[src/rtl/ntt_stream_sched_if.sv]
// Handshake and pipeline-control bundle between the NTT stream scheduler and its datapath/host.
interface ntt_stream_sched_if #(
   parameter int STAGE_CNT = 7
);
   logic                 mode;
   logic                 in_valid;
   logic                 in_ready;
   logic                 out_ready;
   logic                 out_valid;
   logic                 out_last;
   logic [STAGE_CNT-1:0] stage_en;
   logic [STAGE_CNT-1:0] sw;
   logic                 mode_q;
   logic                 busy;
   logic                 done;

   modport master (
      input  mode, in_valid, out_ready,
      output in_ready, out_valid, out_last, stage_en, sw, mode_q, busy, done
   );

   modport slave (
      output mode, in_valid, out_ready,
      input  in_ready, out_valid, out_last, stage_en, sw, mode_q, busy, done
   );
endinterface

[src/rtl/ntt_stream_sched.sv]
// Per-polynomial scheduler for a single-path delay-feedback NTT/INTT pipeline.
// Drives per-stage FIFO enables and butterfly selects, then flushes and frames the output.
//
//   state | meaning
//   IDLE  | waiting for the first coefficient of a polynomial
//   LOAD  | accepting coefficients; pipeline advances only on accepted beats
//   DRAIN | flushing; advances while no output is pending or downstream is ready
module ntt_stream_sched #(
   parameter int STAGE_CNT = 7,
   parameter int MUL_LAT   = 3,
   parameter int T_BITS    = $clog2(2**STAGE_CNT + (2**STAGE_CNT - 1 + STAGE_CNT*MUL_LAT))
) (
   input logic                clk,
   input logic                rst,
   ntt_stream_sched_if.master bus
);
   localparam int POLY_LEN  = 2**STAGE_CNT;
   localparam int TOTAL_LAT = POLY_LEN - 1 + STAGE_CNT*MUL_LAT;

   localparam logic [T_BITS-1:0] TOTAL_T = T_BITS'(TOTAL_LAT);
   localparam logic [T_BITS-1:0] LAST_T  = T_BITS'(TOTAL_LAT + POLY_LEN - 1);
   localparam logic [T_BITS-1:0] LOAD_T  = T_BITS'(POLY_LEN - 1);

   // Start time of stage s: sum over earlier stages of their feedback depth plus multiplier latency.
   function automatic int stage_off(input int s, input bit inv);
      int acc;
      acc = 0;
      for (int k = 0; k < s; k++)
         acc += 2**(inv ? k : STAGE_CNT-1-k) + MUL_LAT;
      return acc;
   endfunction

   typedef enum logic [1:0] {IDLE, LOAD, DRAIN} state_t;

   state_t              state, state_nxt;
   logic [T_BITS-1:0]   t;
   logic                mode_q;
   logic                done;
   logic                adv;
   logic                in_rdy;
   logic                out_cond;
   logic                out_vld;
   logic                out_lst;
   logic                fin;
   logic [STAGE_CNT-1:0] en_v;
   logic [STAGE_CNT-1:0] sw_v;

   always_ff @(posedge clk or posedge rst) begin
      if (rst) state <= IDLE;
      else     state <= state_nxt;
   end

   always_comb begin
      state_nxt = state;
      adv       = 1'b0;
      in_rdy    = 1'b0;
      out_cond  = (t >= TOTAL_T);
      out_vld   = (state == DRAIN) & out_cond;
      out_lst   = out_vld & (t == LAST_T);
      fin       = out_lst & bus.out_ready;
      case (state)
         IDLE: begin
            in_rdy = ~rst;
            adv    = bus.in_valid & ~rst;
            if (adv) state_nxt = (POLY_LEN == 1) ? DRAIN : LOAD;
         end
         LOAD: begin
            in_rdy = ~rst;
            adv    = bus.in_valid & ~rst;
            if (adv && t == LOAD_T) state_nxt = DRAIN;
         end
         DRAIN: begin
            adv = ~out_cond | bus.out_ready;
            if (fin) state_nxt = IDLE;
         end
         default: state_nxt = IDLE;
      endcase
   end

   always_ff @(posedge clk or posedge rst) begin
      if (rst) begin
         t      <= '0;
         mode_q <= 1'b0;
         done   <= 1'b0;
      end else begin
         done <= fin;
         if (state == IDLE && adv) begin
            mode_q <= bus.mode;
            t      <= T_BITS'(1);
         end else if (fin) begin
            t <= '0;
         end else if (adv) begin
            t <= t + T_BITS'(1);
         end
      end
   end

   // Both mode offset sets are constants; only the mux on mode_q is live logic.
   for (genvar s = 0; s < STAGE_CNT; s++) begin : g_stage
      localparam logic [T_BITS-1:0] OFF_N  = T_BITS'(stage_off(s, 1'b0));
      localparam logic [T_BITS-1:0] OFF_I  = T_BITS'(stage_off(s, 1'b1));
      localparam logic [T_BITS-1:0] END_N  = T_BITS'(stage_off(s, 1'b0) + POLY_LEN);
      localparam logic [T_BITS-1:0] END_I  = T_BITS'(stage_off(s, 1'b1) + POLY_LEN);
      localparam logic [T_BITS-1:0] MASK_N = T_BITS'(2**(STAGE_CNT-1-s));
      localparam logic [T_BITS-1:0] MASK_I = T_BITS'(2**s);

      logic [T_BITS-1:0] off;
      logic [T_BITS-1:0] off_end;
      logic [T_BITS-1:0] mask;

      assign off     = mode_q ? OFF_I  : OFF_N;
      assign off_end = mode_q ? END_I  : END_N;
      assign mask    = mode_q ? MASK_I : MASK_N;
      assign en_v[s] = adv & (t >= off) & (t < off_end);
      assign sw_v[s] = en_v[s] & (|((t - off) & mask));
   end

   assign bus.in_ready  = in_rdy;
   assign bus.out_valid = out_vld;
   assign bus.out_last  = out_lst;
   assign bus.stage_en  = en_v;
   assign bus.sw        = sw_v;
   assign bus.mode_q    = mode_q;
   assign bus.busy      = (state != IDLE);
   assign bus.done      = done;
endmodule

[src/flat_wrapper.sv]
// flat-port wrapper written by rule: the top's interface ports become plain ports
module ntt_stream_sched_flat 
#(
   parameter int STAGE_CNT = 7,
   parameter int MUL_LAT   = 3,
   parameter int T_BITS    = $clog2(2**STAGE_CNT + (2**STAGE_CNT - 1 + STAGE_CNT*MUL_LAT))
)
  (clk, rst, bus_mode, bus_in_valid, bus_out_ready, bus_in_ready, bus_out_valid, bus_out_last, bus_stage_en, bus_sw, bus_mode_q, bus_busy, bus_done);
  ntt_stream_sched_if #(.STAGE_CNT(STAGE_CNT)) bus_i ();
  input logic clk;
  input logic rst;
  input wire logic [$bits(bus_i.mode)-1:0] bus_mode;
  input wire logic [$bits(bus_i.in_valid)-1:0] bus_in_valid;
  input wire logic [$bits(bus_i.out_ready)-1:0] bus_out_ready;
  output wire logic [$bits(bus_i.in_ready)-1:0] bus_in_ready;
  output wire logic [$bits(bus_i.out_valid)-1:0] bus_out_valid;
  output wire logic [$bits(bus_i.out_last)-1:0] bus_out_last;
  output wire logic [$bits(bus_i.stage_en)-1:0] bus_stage_en;
  output wire logic [$bits(bus_i.sw)-1:0] bus_sw;
  output wire logic [$bits(bus_i.mode_q)-1:0] bus_mode_q;
  output wire logic [$bits(bus_i.busy)-1:0] bus_busy;
  output wire logic [$bits(bus_i.done)-1:0] bus_done;
  assign bus_i.mode = bus_mode;
  assign bus_i.in_valid = bus_in_valid;
  assign bus_i.out_ready = bus_out_ready;
  assign bus_in_ready = bus_i.in_ready;
  assign bus_out_valid = bus_i.out_valid;
  assign bus_out_last = bus_i.out_last;
  assign bus_stage_en = bus_i.stage_en;
  assign bus_sw = bus_i.sw;
  assign bus_mode_q = bus_i.mode_q;
  assign bus_busy = bus_i.busy;
  assign bus_done = bus_i.done;
  ntt_stream_sched #(.STAGE_CNT(STAGE_CNT), .MUL_LAT(MUL_LAT), .T_BITS(T_BITS)) u_core (.clk(clk), .rst(rst), .bus(bus_i));
endmodule
[config.mk]
export PLATFORM = sky130hd
export DESIGN_NAME = ntt_stream_sched_flat
export DESIGN_NICKNAME = d
export VERILOG_FILES = /design/src/rtl/ntt_stream_sched_if.sv /design/src/rtl/ntt_stream_sched.sv /design/src/flat_wrapper.sv
export SDC_FILE = /design/constraint.sdc
export NUM_CORES = 1
export LEC_CHECK = 0
export ABC_AREA = 1
export CORE_MARGIN = 8
export CORE_UTILIZATION = 63
export CTS_BUF_LIST = sky130_fd_sc_hd__clkbuf_4 sky130_fd_sc_hd__clkbuf_8
export CTS_CLUSTER_DIAMETER = 40
export DETAILED_ROUTE_END_ITERATION = 8
export MAX_ROUTING_LAYER = met4
export PLACE_DENSITY = 0.88
export SETUP_SLACK_MARGIN = 0.5
export SYNTH_ARGS = -nofsm -noshare
export SYNTH_HDL_FRONTEND = slang
export SYNTH_SLANG_ARGS = --single-unit
[constraint.sdc]
create_clock -name clk -period 4.8 [get_ports clk]
set_input_delay 0.72 -clock clk [delete_from_list [all_inputs] [get_ports clk]]
set_output_delay 0.72 -clock clk [all_outputs]
set_load 0.005 [all_outputs]
**Word-level counts from Yosys, hierarchy flattened**

Cells that the tools add are included.

- Reductions and logical operators: 13
- Bitwise gates (word level): 34
- Mux-type cells: 27
- Equal/unequal tests: 7
- $add $sub $neg: 7
- Order comparisons: 15

Operator list:

| operator | number |
|---|---|
| 2-to-1 mux 7 bit | 8 |
| 2-to-1 mux 9 bit | 6 |
| OR reduction 9 bit | 6 |
| AND 9 bit | 5 |
| greater-or-equal comparator 9 x 7 -> 1 bit | 3 |
| greater-or-equal comparator 9 x 8 -> 1 bit | 3 |
| less-than comparator 9 x 8 -> 1 bit | 3 |
| less-than comparator 9 bit | 3 |
| subtractor 9 x 8 -> 9 bit | 3 |
| AND 1 bit | 25 |
| 2-to-1 mux 8 bit | 3 |
| subtractor 9 x 7 -> 9 bit | 2 |
| 2-to-1 mux 6 bit | 2 |
| 2-to-1 mux 5 bit | 2 |
| adder 9 x 1 -> 9 bit, second input constant | 1 |
| AND 9 x 7 -> 9 bit | 1 |
| equality test 9 x 7 -> 1 bit, second input constant | 1 |
| equality test 9 bit, second input constant | 1 |
| greater-or-equal comparator 9 x 1 -> 1 bit, second input constant | 1 |
| greater-or-equal comparator 9 x 8 -> 1 bit, second input constant | 1 |
| less-than comparator 9 x 8 -> 1 bit, second input constant | 1 |
| 2-to-1 mux 2 bit | 3 |
| inequality test 2 x 1 -> 1 bit, second input constant | 3 |
| one-hot mux 2 bit (3 select lines) | 1 |
| other kinds (13) | 15 |

- Flip-flop bits (word level): 13
- Input port bits: 5

**Logic depth before layout (Yosys ltp)**

- Depth in word-level cells: 7
- Depth in mapped cells: 12

**Worst setup path before layout**

No wires, ideal clock.

- Kind: flip-flop to output port
- Start point: register u_core.mode_q (netlist: u_core.bus.mode_q)
- End point: output bus_sw[2]
- Required time: 4.080 ns
- Cell stages (with the launch flop): 9
- Path slack: 2.155 ns
- Data arrival time: 1.925 ns
- Cell sequence: dfrtp_1 -> inv_1 -> ha_1 -> a21oi_1 -> nand3_1 -> nand2_1 -> nand2_1 -> nand3b_2 -> nor2_1

- Word-level cells in the longest chain between the ends: 5
- Elaborated cells on any way between the ends: 11

Ends and longest elaborated chain:

| element | line | source |
|---|---|---|
| start: declaration | ntt_stream_sched.sv:37 | `logic mode_q;` |
| start signal: assignment | ntt_stream_sched.sv:88 | `mode_q <= bus.mode;` |
| 2-to-1 mux 7 bit | ntt_stream_sched.sv:111, ntt_stream_sched.sv:112 |  |
| subtractor 9 x 7 -> 9 bit / greater-or-equal comparator 9 x 7 -> 1 bit (equally long branches) | ntt_stream_sched.sv:115, ntt_stream_sched.sv:114 |  |
| AND 9 bit / AND 1 bit (equally long branches) | ntt_stream_sched.sv:115, ntt_stream_sched.sv:114 |  |
| OR reduction 9 bit / AND 1 bit (equally long branches) | ntt_stream_sched.sv:115, ntt_stream_sched.sv:114 |  |
| AND 1 bit * | ntt_stream_sched.sv:115 | `assign sw_v[s] = en_v[s] & (\|((t - off) & mask));` |
| end: declaration | flat_wrapper.sv:19 | `output wire logic [$bits(bus_i.sw)-1:0] bus_sw;` |

Every way passes the cells marked *; elsewhere a longest branch is shown, timed or not.

**Final worst setup path**

- Start point: register u_core.mode_q (netlist: u_core.bus.mode_q)
- End point: output bus_sw[3]

- Word-level cells in the longest chain between the ends: 5
- Elaborated cells on any way between the ends: 8

Ends and longest elaborated chain:

| element | line | source |
|---|---|---|
| 2-to-1 mux 7 bit | ntt_stream_sched.sv:111, ntt_stream_sched.sv:112 |  |
| greater-or-equal comparator 9 x 7 -> 1 bit | ntt_stream_sched.sv:114 | `assign en_v[s] = adv & (t >= off) & (t < off_end);` |
| AND 1 bit (2 in series) | ntt_stream_sched.sv:114 |  |
| AND 1 bit * | ntt_stream_sched.sv:115 |  |

Marks and branches as above.

==> key figures <==
Outcome
  – Status: finished, final reports clean

Synth
  – Mapped Area: 2170 um2
  – Most used standard cell by instance count after synthesis: nand2_1
  – Register area share after synthesis: 0.150
  – Post-synth ARST share: 1.00
  – Dominant synthesized flop cell: dfrtp_1
  – Synth Instances: 370
  – Leading post-synthesis cells by cell area: nand2_1, dfrtp_1, ha_1, nor2_1, inv_1
  – Netlist cell types: 36
  – Synth warn: 0
  – Commonest cells post-synth: nand2_1, nor2_1, inv_1
  – Synthesis-stage register bit count: 13
  – Post-synth EDFFs: 0
  – Top-area cell type share of the netlist area: 0.171
  – Synth area leader: nand2_1
  – Mapped Nets: 393
  – Avg Cell Area, Syn: 5.87 um2

Global route
  – Vias in the first global route: 2298
  – Global route overflow: 0
  – GRT Total Usage: 0.251
  – Largest net degree at the start of global routing: 21
  – Initial antenna violation count: 0
  – First-pass GRT wire length: 10.8 mm

Timing
  – Total negative slack: 0 ns
  – Worst Skew: 0.00160 ns
  – Tmin final: 3.89 ns
  – Hold slack: 0.596 ns
  – Max Freq: 0.257 GHz
  – Worst Max-Slew Pin Slew: 0.602 ns
  – Final period util: 0.810
  – Max-slew violations: 0
  – Final Hold Fails: 0
  – Max_slew headroom: 0.599
  – Endpoints failing setup: 0
  – RSZ-0062 raised after global routing: no

Route
  – Drt wl/cell: 14.9 um
  – Vias per cell: 5.77
  – # DRC: 0
  – Vias: 2481
  – Drt first-iter violations: 251
  – Routed WL: 6.40 mm
  – Drt first pass iters: 7
  – Routed Antenna Nets: 0

Setup path
  – Worst path required time: 4.08 ns
  – R2R Path End: u_core.t[0]$_DFFE_PP0P_
  – CP endpoint kind: output pin
  – Register-to-register setup slack: 2.90 ns
  – Reg2reg start: u_core.t[4]$_DFFE_PP0P_
  – Critical-path top delay cell: dfrtp_2
  – Critical Path, Cell by Cell: inv_1, ha_1, inv_1, a21oi_1, nor2_1, nor2_1, nand2_1, nor2_1, nand2_1, nor3_2, clkdlybuf4s50_1
  – CP Data Arrival Time: 3.17 ns
  – CP most frequent cell: nor2_1
  – Worst Reg-to-Reg Cells: 9
  – Worst path top cell family by delay: buffers and inverters
  – Crit-path max cell delay: 0.60 ns
  – CP startpoint kind: register
  – CP Max Fanout: 20
  – CP Buf/Inv Count: 3
  – Crit path kind: reg2out

Hold path
  – Hold path depth: 2
  – Worst Hold Class: reg2reg
  – Hold Crit Endpoint: u_core.state[1]$_DFFE_PP0P_
  – Hold Crit Start: u_core.state[0]$_DFFE_PP0P_

CTS
  – Root buffer cell: clkbuf_4
  – Clock latency on the worst-skew pair: 0.27 ns
  – CTS buffer count: 3
  – Number of setup buffers added after CTS: 0
  – CTS clk-pin slew, worst paths: 0.08 ns
  – PostCTS Resize Cnt: 0
  – Max clock buf depth: 2
  – Htree depth: 1
  – CTS tree: built
  – Hold buffers post-CTS: 0
  – Clock sinks: 13

Floorplan
  – Core Rows: 21
  – I/O pins: 25
  – Vert. Die Dim: 74.7 um
  – Die area: 5580 um2
  – Initial Util: 0.651
  – DIE WIDTH: 74.7 um
  – Core footprint: 3340 um2

Finish
  – Layout area overhead: 10.3%
  – Layout cell share with drive strength beyond 1: 0.0729
  – # nets final: 408
  – Final Util: 0.717
  – Fillers: 298
  – Fin area: 2390 um2
  – Diode count: 0

Placed design
  – Routability cong.: 1.05
  – PortBufs: 24
  – Cell Area, Placed: 2360 um2
  – HPWL Detailed: 4.82 mm

Power
  – PD cells: 572 nW/um2
  – Max IR drop VDD: 0.380 mV
  – Leakage: 0.00129 uW

Job
  – Max-cap violations: 0
cell type report:
type / instances / area [um2] / share of cell area
Timing Repair Buffer: 24 / 240 / 0.100
Clock buffer: 4 / 30.0 / 0.0125
Sequential cell: 13 / 327 / 0.136
Inverter: 50 / 203 / 0.0847
Multi-Input combinational cell: 293 / 1540 / 0.642
Tap cell: 46 / 57.6 / 0.0240
state kept, by name, indices dropped and copies added, names as in the netlist:
name and count:
u_core.t 9, u_core.state 2, u_core.bus.done 1, u_core.bus.mode_q 1
how the worst max path moves through the flow:
| stage | start | to | cells past startpoint |
|---|---|---|---|
| 6_report | u_core.bus.mode_q$_DFFE_PP0N_ | bus_sw[3] | 11 |
| 4_1_cts | u_core.bus.mode_q$_DFFE_PP0N_ | bus_sw[3] | 11 |
| 3_3_place_gp | u_core.bus.mode_q$_DFFE_PP0N_ | bus_sw[2] | 10 |
| 2_1_floorplan | u_core.bus.mode_q$_DFFE_PP0N_ | bus_sw[2] | 8 |
| 5_1_grt | u_core.bus.mode_q$_DFFE_PP0N_ | bus_sw[3] | 11 |
| 3_5_place_dp | u_core.bus.mode_q$_DFFE_PP0N_ | bus_sw[3] | 11 |
cells by family (layout without fill, tap and decap cells):
family,count (synthesis),in the layout,synth area share
adder cells (fa/ha/maj),18,18,0.104
AO/OA/AOI/OAI,45,45,0.108
flip-flops,13,13,0.150
XOR/XNOR,6,6,0.0242
buffers and inverters,64,78,0.142
AND/OR/NAND/NOR,224,224,0.471
cells in the final DEF (no fill, tap or decap), types with 3 or more instances in the layout:
| cell type | count |
|---|---|
| ha_1 | 18 |
| o21ai_0 | 16 |
| clkbuf_4 | 4 |
| nand3_2 | 5 |
| inv_1 | 44 |
| nand2_1 | 99 |
| nand2_2 | 3 |
| xor2_1 | 5 |
| a21oi_1 | 18 |
| dfrtp_1 | 12 |
| nand4_1 | 11 |
| nor2_1 | 56 |
| nand3_1 | 25 |
| nor3_1 | 11 |
| clkdlybuf4s50_1 | 24 |
| o21ai_1 | 6 |
tightest hold or removal path, cell delays in order (launching register included):
cell and delay, ns:
dfrtp_1 0.41, nand3_1 0.09, o21ai_0 0.07
per-layer routing:
metal  vias to the layer above  GRT usage  part of all wire
met3                        26     0.0107             0.061
li1                       1220          -                 -
met2                       125      0.419              0.48
met1                      1110      0.308              0.43
met4                         0      0.102             0.030
met5                         -          -                 0
where the power goes:
| group | internal (uW) | switching (uW) |
|---|---|---|
| clock | 37.8 | 35.8 |
| combinational | 376 | 677 |
| sequential | 142 | 100 |
| total | 556 | 814 |
stage by stage:
stage / power, uW / cells / setup WS (ns)
6_report: 1370 / 430 / 0.911
5_1_grt: 1510 / 430 / 0.666
4_1_cts: 1350 / 430 / 0.696
3_5_place_dp: 1270 / 426 / 0.993
3_3_place_gp: 1260 / 426 / 1.09
2_1_floorplan: 1020 / 370 / 2.15
Power figures use the tool's default switching activity.
